==> src/rtl/adc_seq_ctrl.sv <==
// Multi-channel ADC sequencer: wakes the ADC front end once, then scans every
// enabled channel in ascending order with free-running or incremental
// (NSAM-loop) conversions, optionally repeating sweeps with an idle gap.
module adc_seq_ctrl #(
    parameter int CW  = 32,
    parameter int NCH = 4,
    parameter int CHW = $clog2(NCH)
) (
    input  logic           clk,
    input  logic           rst,
    input  logic           trigger,
    input  logic           abort,
    input  logic           mode,
    input  logic           cont,
    input  logic [NCH-1:0] ch_en,
    input  logic [CW-1:0]  twake,
    input  logic [CW-1:0]  tsample,
    input  logic [CW-1:0]  nsam,
    input  logic [CW-1:0]  tgap,
    output logic           busy,
    output logic           done,
    output logic           aborted,
    output logic           cfg_err,
    output logic [CHW-1:0] ch_sel,
    output logic           slp,
    output logic           dac_stp_ext,
    output logic           rst_adc,
    output logic           adc_out_wr,
    output logic [CHW-1:0] wr_ch,
    output logic [CW-1:0]  wr_idx
);

    typedef enum logic [2:0] {
        S_IDLE, S_WAKE, S_START, S_SAMPLE, S_NEXT, S_GAP
    } state_t;

    state_t         state_reg, state_next;
    // One bit wider than CW so the incremental sample window can reach tsample+1.
    logic [CW:0]    cnt_reg, cnt_next;
    logic [CW-1:0]  loop_reg, loop_next;
    logic [CHW-1:0] ch_reg, ch_next;
    logic           done_reg, done_next;
    logic           aborted_reg, aborted_next;
    logic           cfg_err_reg, cfg_err_next;

    // Configuration held for the whole run; zero timing/count values become 1.
    logic           mode_reg, cont_reg;
    logic [NCH-1:0] ch_en_reg;
    logic [CW-1:0]  twake_reg, tsample_reg, nsam_reg, tgap_reg;

    logic           capture;
    logic [CW:0]    ts_ext, ts_plus1;
    logic [NCH-1:0] higher_mask;

    assign capture  = (state_reg == S_IDLE) && trigger && (ch_en != '0);
    assign ts_ext   = {1'b0, tsample_reg};
    assign ts_plus1 = ts_ext + (CW+1)'(1);

    // Enabled channels strictly above the current one, used to find the next channel.
    genvar gi;
    generate
        for (gi = 0; gi < NCH; gi++) begin : g_higher
            assign higher_mask[gi] = ch_en_reg[gi] && (CHW'(gi) > ch_reg);
        end
    endgenerate

    function automatic logic [CHW-1:0] lowest_bit(input logic [NCH-1:0] v);
        lowest_bit = '0;
        for (int i = NCH - 1; i >= 0; i--) begin
            if (v[i]) lowest_bit = CHW'(i);
        end
    endfunction

    // Latch sanitised configuration on the accepted trigger.
    always_ff @(posedge clk or posedge rst) begin
        if (rst) begin
            mode_reg    <= 1'b0;
            cont_reg    <= 1'b0;
            ch_en_reg   <= '0;
            twake_reg   <= CW'(1);
            tsample_reg <= CW'(1);
            nsam_reg    <= CW'(1);
            tgap_reg    <= CW'(1);
        end else if (capture) begin
            mode_reg    <= mode;
            cont_reg    <= cont;
            ch_en_reg   <= ch_en;
            twake_reg   <= (twake   == '0) ? CW'(1) : twake;
            tsample_reg <= (tsample == '0) ? CW'(1) : tsample;
            nsam_reg    <= (nsam    == '0) ? CW'(1) : nsam;
            tgap_reg    <= (tgap    == '0) ? CW'(1) : tgap;
        end
    end

    // State, counters and registered status pulses.
    always_ff @(posedge clk or posedge rst) begin
        if (rst) begin
            state_reg   <= S_IDLE;
            cnt_reg     <= '0;
            loop_reg    <= '0;
            ch_reg      <= '0;
            done_reg    <= 1'b0;
            aborted_reg <= 1'b0;
            cfg_err_reg <= 1'b0;
        end else begin
            state_reg   <= state_next;
            cnt_reg     <= cnt_next;
            loop_reg    <= loop_next;
            ch_reg      <= ch_next;
            done_reg    <= done_next;
            aborted_reg <= aborted_next;
            cfg_err_reg <= cfg_err_next;
        end
    end

    // Next-state logic; abort overrides every other transition.
    always_comb begin
        state_next   = state_reg;
        cnt_next     = cnt_reg;
        loop_next    = loop_reg;
        ch_next      = ch_reg;
        done_next    = 1'b0;
        aborted_next = 1'b0;
        cfg_err_next = 1'b0;
        case (state_reg)
            S_IDLE: begin
                if (trigger) begin
                    if (ch_en != '0) begin
                        state_next = S_WAKE;
                        cnt_next   = '0;
                    end else begin
                        cfg_err_next = 1'b1;
                    end
                end
            end
            S_WAKE: begin
                if (cnt_reg + (CW+1)'(1) == {1'b0, twake_reg}) begin
                    state_next = S_START;
                    cnt_next   = '0;
                    ch_next    = lowest_bit(ch_en_reg);
                    loop_next  = '0;
                end else begin
                    cnt_next = cnt_reg + (CW+1)'(1);
                end
            end
            S_START: begin
                state_next = S_SAMPLE;
                cnt_next   = '0;
            end
            S_SAMPLE: begin
                if (mode_reg) begin
                    if (cnt_reg == ts_plus1) begin
                        cnt_next = '0;
                        if (loop_reg < nsam_reg - CW'(1)) begin
                            loop_next  = loop_reg + CW'(1);
                            state_next = S_START;
                        end else begin
                            state_next = S_NEXT;
                        end
                    end else begin
                        cnt_next = cnt_reg + (CW+1)'(1);
                    end
                end else begin
                    if (cnt_reg + (CW+1)'(1) == ts_ext) begin
                        cnt_next   = '0;
                        state_next = S_NEXT;
                    end else begin
                        cnt_next = cnt_reg + (CW+1)'(1);
                    end
                end
            end
            S_NEXT: begin
                cnt_next = '0;
                if (higher_mask != '0) begin
                    ch_next    = lowest_bit(higher_mask);
                    loop_next  = '0;
                    state_next = S_START;
                end else begin
                    done_next  = 1'b1;
                    state_next = cont_reg ? S_GAP : S_IDLE;
                end
            end
            S_GAP: begin
                if (cnt_reg + (CW+1)'(1) == {1'b0, tgap_reg}) begin
                    state_next = S_START;
                    cnt_next   = '0;
                    ch_next    = lowest_bit(ch_en_reg);
                    loop_next  = '0;
                end else begin
                    cnt_next = cnt_reg + (CW+1)'(1);
                end
            end
            default: state_next = S_IDLE;
        endcase
        if (abort && (state_reg != S_IDLE)) begin
            state_next   = S_IDLE;
            cnt_next     = '0;
            loop_next    = '0;
            done_next    = 1'b0;
            aborted_next = 1'b1;
        end
    end

    // Analog controls and write strobe decoded from registered state only.
    always_comb begin
        busy        = (state_reg != S_IDLE);
        slp         = (state_reg == S_IDLE);
        rst_adc     = (state_reg != S_SAMPLE);
        dac_stp_ext = (state_reg == S_START) || (state_reg == S_SAMPLE) ||
                      (state_reg == S_NEXT);
        adc_out_wr  = (state_reg == S_SAMPLE) && (!mode_reg || (cnt_reg == ts_plus1));
        wr_idx      = mode_reg ? loop_reg : '0;
        ch_sel      = ch_reg;
        wr_ch       = ch_reg;
        done        = done_reg;
        aborted     = aborted_reg;
        cfg_err     = cfg_err_reg;
    end

endmodule

==> config.mk <==
export PLATFORM = sky130hd
export DESIGN_NAME = adc_seq_ctrl
export DESIGN_NICKNAME = d
export VERILOG_FILES = /design/src/rtl/adc_seq_ctrl.sv
export SDC_FILE = /design/constraint.sdc
export NUM_CORES = 1
export LEC_CHECK = 0
export CORE_UTILIZATION = 50
export CTS_CLUSTER_SIZE = 8
export DETAILED_ROUTE_END_ITERATION = 12
export PLACE_DENSITY = 0.74
export SETUP_SLACK_MARGIN = 0.3
export SLEW_MARGIN = 5
export SYNTH_ARGS = -nofsm -noshare
export SYNTH_HDL_FRONTEND = slang
export SYNTH_SLANG_ARGS = --single-unit
==> constraint.sdc <==
create_clock -name clk -period 20.2 [get_ports clk]
set_clock_uncertainty 0.1 [all_clocks]
set_input_delay 4.04 -clock clk [delete_from_list [all_inputs] [get_ports clk]]
set_output_delay 4.04 -clock clk [all_outputs]
set_load 0.01 [all_outputs]
==> flow_summary.toml <==
[outcome]
status = "completed"

[timing]
setup_viol = 0
rsz0062_at_grt = "false"
finalHoldViolCount = 0
fin_crit_sh = 0.443
fmax_mhz = 112
maxSlewHeadroom = 0.238
hold_ws_ps = 411
drv_slew = 0
tightest_slew_ps = 1130
setup_tns_ps = 0
fin_ws_ps = 11240
min_period_ps = 8960

[logic_synthesis]
ys_types = 92
synth_edf_count = 0
seq_area_frac_synth = 0.341
async_flop_share = 1.00
syn_nets = 1829
synth_ff_type = "dfrtp_1"
synth_top_area_frac = 0.335
synthTopCellsByArea = "dfrtp_1, mux2_2, xnor2_1"
syn_inst = 1656
syn-cell-area_um2 = 15200
syn_area_per_cell_um2 = 9.17
synth_seq_cells = 207
synth_most_common_cell = "dfrtp_1"
synth_commonest_cells = "dfrtp_1, mux2_2, nand2_1, nor2_1, xnor2_1"
yosysWarnings = 0
synth.largest_area_cell = "dfrtp_1"

[setup_path]
r2r-end = "cnt_reg[22]"
r2r_slack_ps = 14070
r2r_start = "cnt_reg[9]"
arrival_ps = 4820
crit_required_ps = 16060
reg2reg_depth = 10
worstSetupPathType = "reg -> out"
cp_max_fo = 14
cp-start-kind = "register"
end_kind = "primary output"

[place]
place_ws_ps = 12130
dpl.hpwl_um = 37800
gp_congestion = 0.956
portBuffers = 181

[layout]
fin_nets = 1943
largest_reg_flops = 33
regArea_um2 = 5180
fin_util = 0.603
n_antenna_cell = 0
drive_above_1_share = 0.120
multi_input_area_um2 = 9320
n_fill_cell = 2582
syn_to_final_growth_pct = 18.2

[clocking]
clk_pin_slew_ps = 60
clkSinkCount = 207
h-tree-depth = 1
root_buffer = "clkbuf_16"
cts_made_buffers = 30
cts_setup_buffers = 0
cts_resized = 0
ctsHoldBuffers = 0
clockBufferDepth = 3
clk_latency_ps = 580
cts_tree = "done"

[grt]
antenna_found_initial = 0
grtUsageMet1 = 0.449
overflow = 0
met2_usage = 0.539
grt_pass1_vias = 13500
grt_max_degree = 139
use_met3 = 0.0484
busiest_layer = "met2"
grt_util_all_layers = 0.329
grt_pass1_wl_um = 79600

[run]
maxCapViolations = 0

[floorplanning]
die_width_um = 176
die-area_um2 = 31100
num_rows = 63
die_y_um = 176
start_util = 0.510
core_um2 = 29800
ios = 182

[drt]
ant_nets = 0
drt-pass1-iter-count = 6
drt_wl_total_um = 51300
via_count = 14000
drc_errors = 0
avgViaCountPerCell = 6.42
avgRoutedWirePerCell_um = 23.5
first_iter_violations = 1485

[power]
seqPwrFrac = 0.366
switching_share = 0.394
power.internal_uw = 1240
p_sw_uw = 810
p_leak_uw = 0.00686
clkPwrFrac = 0.236
power_frac_comb = 0.398
power.density_nw_per_um2 = 114
max-vdd-ir-drop_mv = 0.122

[min_path]
holdPathStages = 2
min_to = "tgap_reg[0]"
holdCritPathClass = "reg -> reg"
hp-start = "tgap_reg[0]"
-- routing by layer --
layer  vias up  part of all wire
li1       6409                 -
met1      6885              0.43
met2       577              0.47
met3       114             0.063
met4         0             0.029
met5         -                 0
-- worst max path at each step --
stage,slack (ps),to,cells past startpoint,startpoint
3_5_place_dp,12130,adc_out_wr,10,tsample_reg[3]
5_1_grt,11040,adc_out_wr,10,tsample_reg[3]
3_3_place_gp,12040,adc_out_wr,10,tsample_reg[3]
2_1_floorplan,10410,aborted,1,rst
6_report,11240,adc_out_wr,10,tsample_reg[3]
4_1_cts,11470,adc_out_wr,10,tsample_reg[3]
-- worst max-delay path: stages, from the launching register on --
cell and delay (ps):
dfrtp_1 470, nand4_1 470, nor4_1 1100, nand3_1 230, xnor2_1 210, nor4_1 260, nand3_1 170, nor4b_4 450
inv_1 110, a21oi_1 190, clkdlybuf4s50_1 570
-- placed cells by master (no fill, tap or decap), drive strengths merged, types with 9 or more instances in the layout --
master	synthesis	final
nor3	57	57
clkbuf	61	47
or3	24	24
mux2	121	121
o211ai	10	10
dfrtp	203	203
and2	32	32
nand2	118	118
a221o	50	50
xnor2	100	100
or2	15	15
buf	51	13
inv	44	44
a21o	10	10
nor2b	20	20
nor2	114	114
o2111ai	9	9
nand4	48	48
nand2b	16	16
nor4	83	83
ha	35	35
a211oi	18	18
xor2	53	53
and3	37	37
o21ai	62	62
or4	9	9
a21oi	45	45
nand3	54	54
clkdlybuf4s50	0	181
a31oi	17	17
-- power by group through the flow --
stage	combinational, µW	clock, µW	sequential (µW)
finish	817	484	751
detailed placement	800	0	752
CTS	810	490	746
global placement	790	0	743
global route	882	506	771
floorplan	630	0	669
-- stage by stage --
step | power, µW | area, µm² | cells
floorplan | 1300 | 15200 | 1656
global route | 2160 | 18000 | 2177
detailed placement | 1550 | 17100 | 2128
CTS | 2050 | 18000 | 2177
global placement | 1530 | 17100 | 2128
finish | 2050 | 18000 | 2177
-- final cells by class --
class / count / share of cell area
Inverter: 44 / 0.00962
Timing Repair Buffer: 194 / 0.106
Tap cell: 390 / 0.0272
Clock inverter: 2 / 0.00334
Multi-Input combinational cell: 1293 / 0.519
Sequential cell: 207 / 0.289
Clock buffer: 47 / 0.0459
-- cells by family (layout without fill, tap and decap cells) --
family | Yosys count | count (layout) | share of synthesized area
mux | 128 | 128 | 0.0943
flops | 207 | 207 | 0.341
simple gates | 665 | 665 | 0.244
buf+inv | 156 | 287 | 0.0456
xor+xnor | 160 | 160 | 0.0987
fa+ha+maj | 35 | 35 | 0.0288
compound gates | 305 | 305 | 0.147
Note: power is estimated with default switching activity, not from simulation.
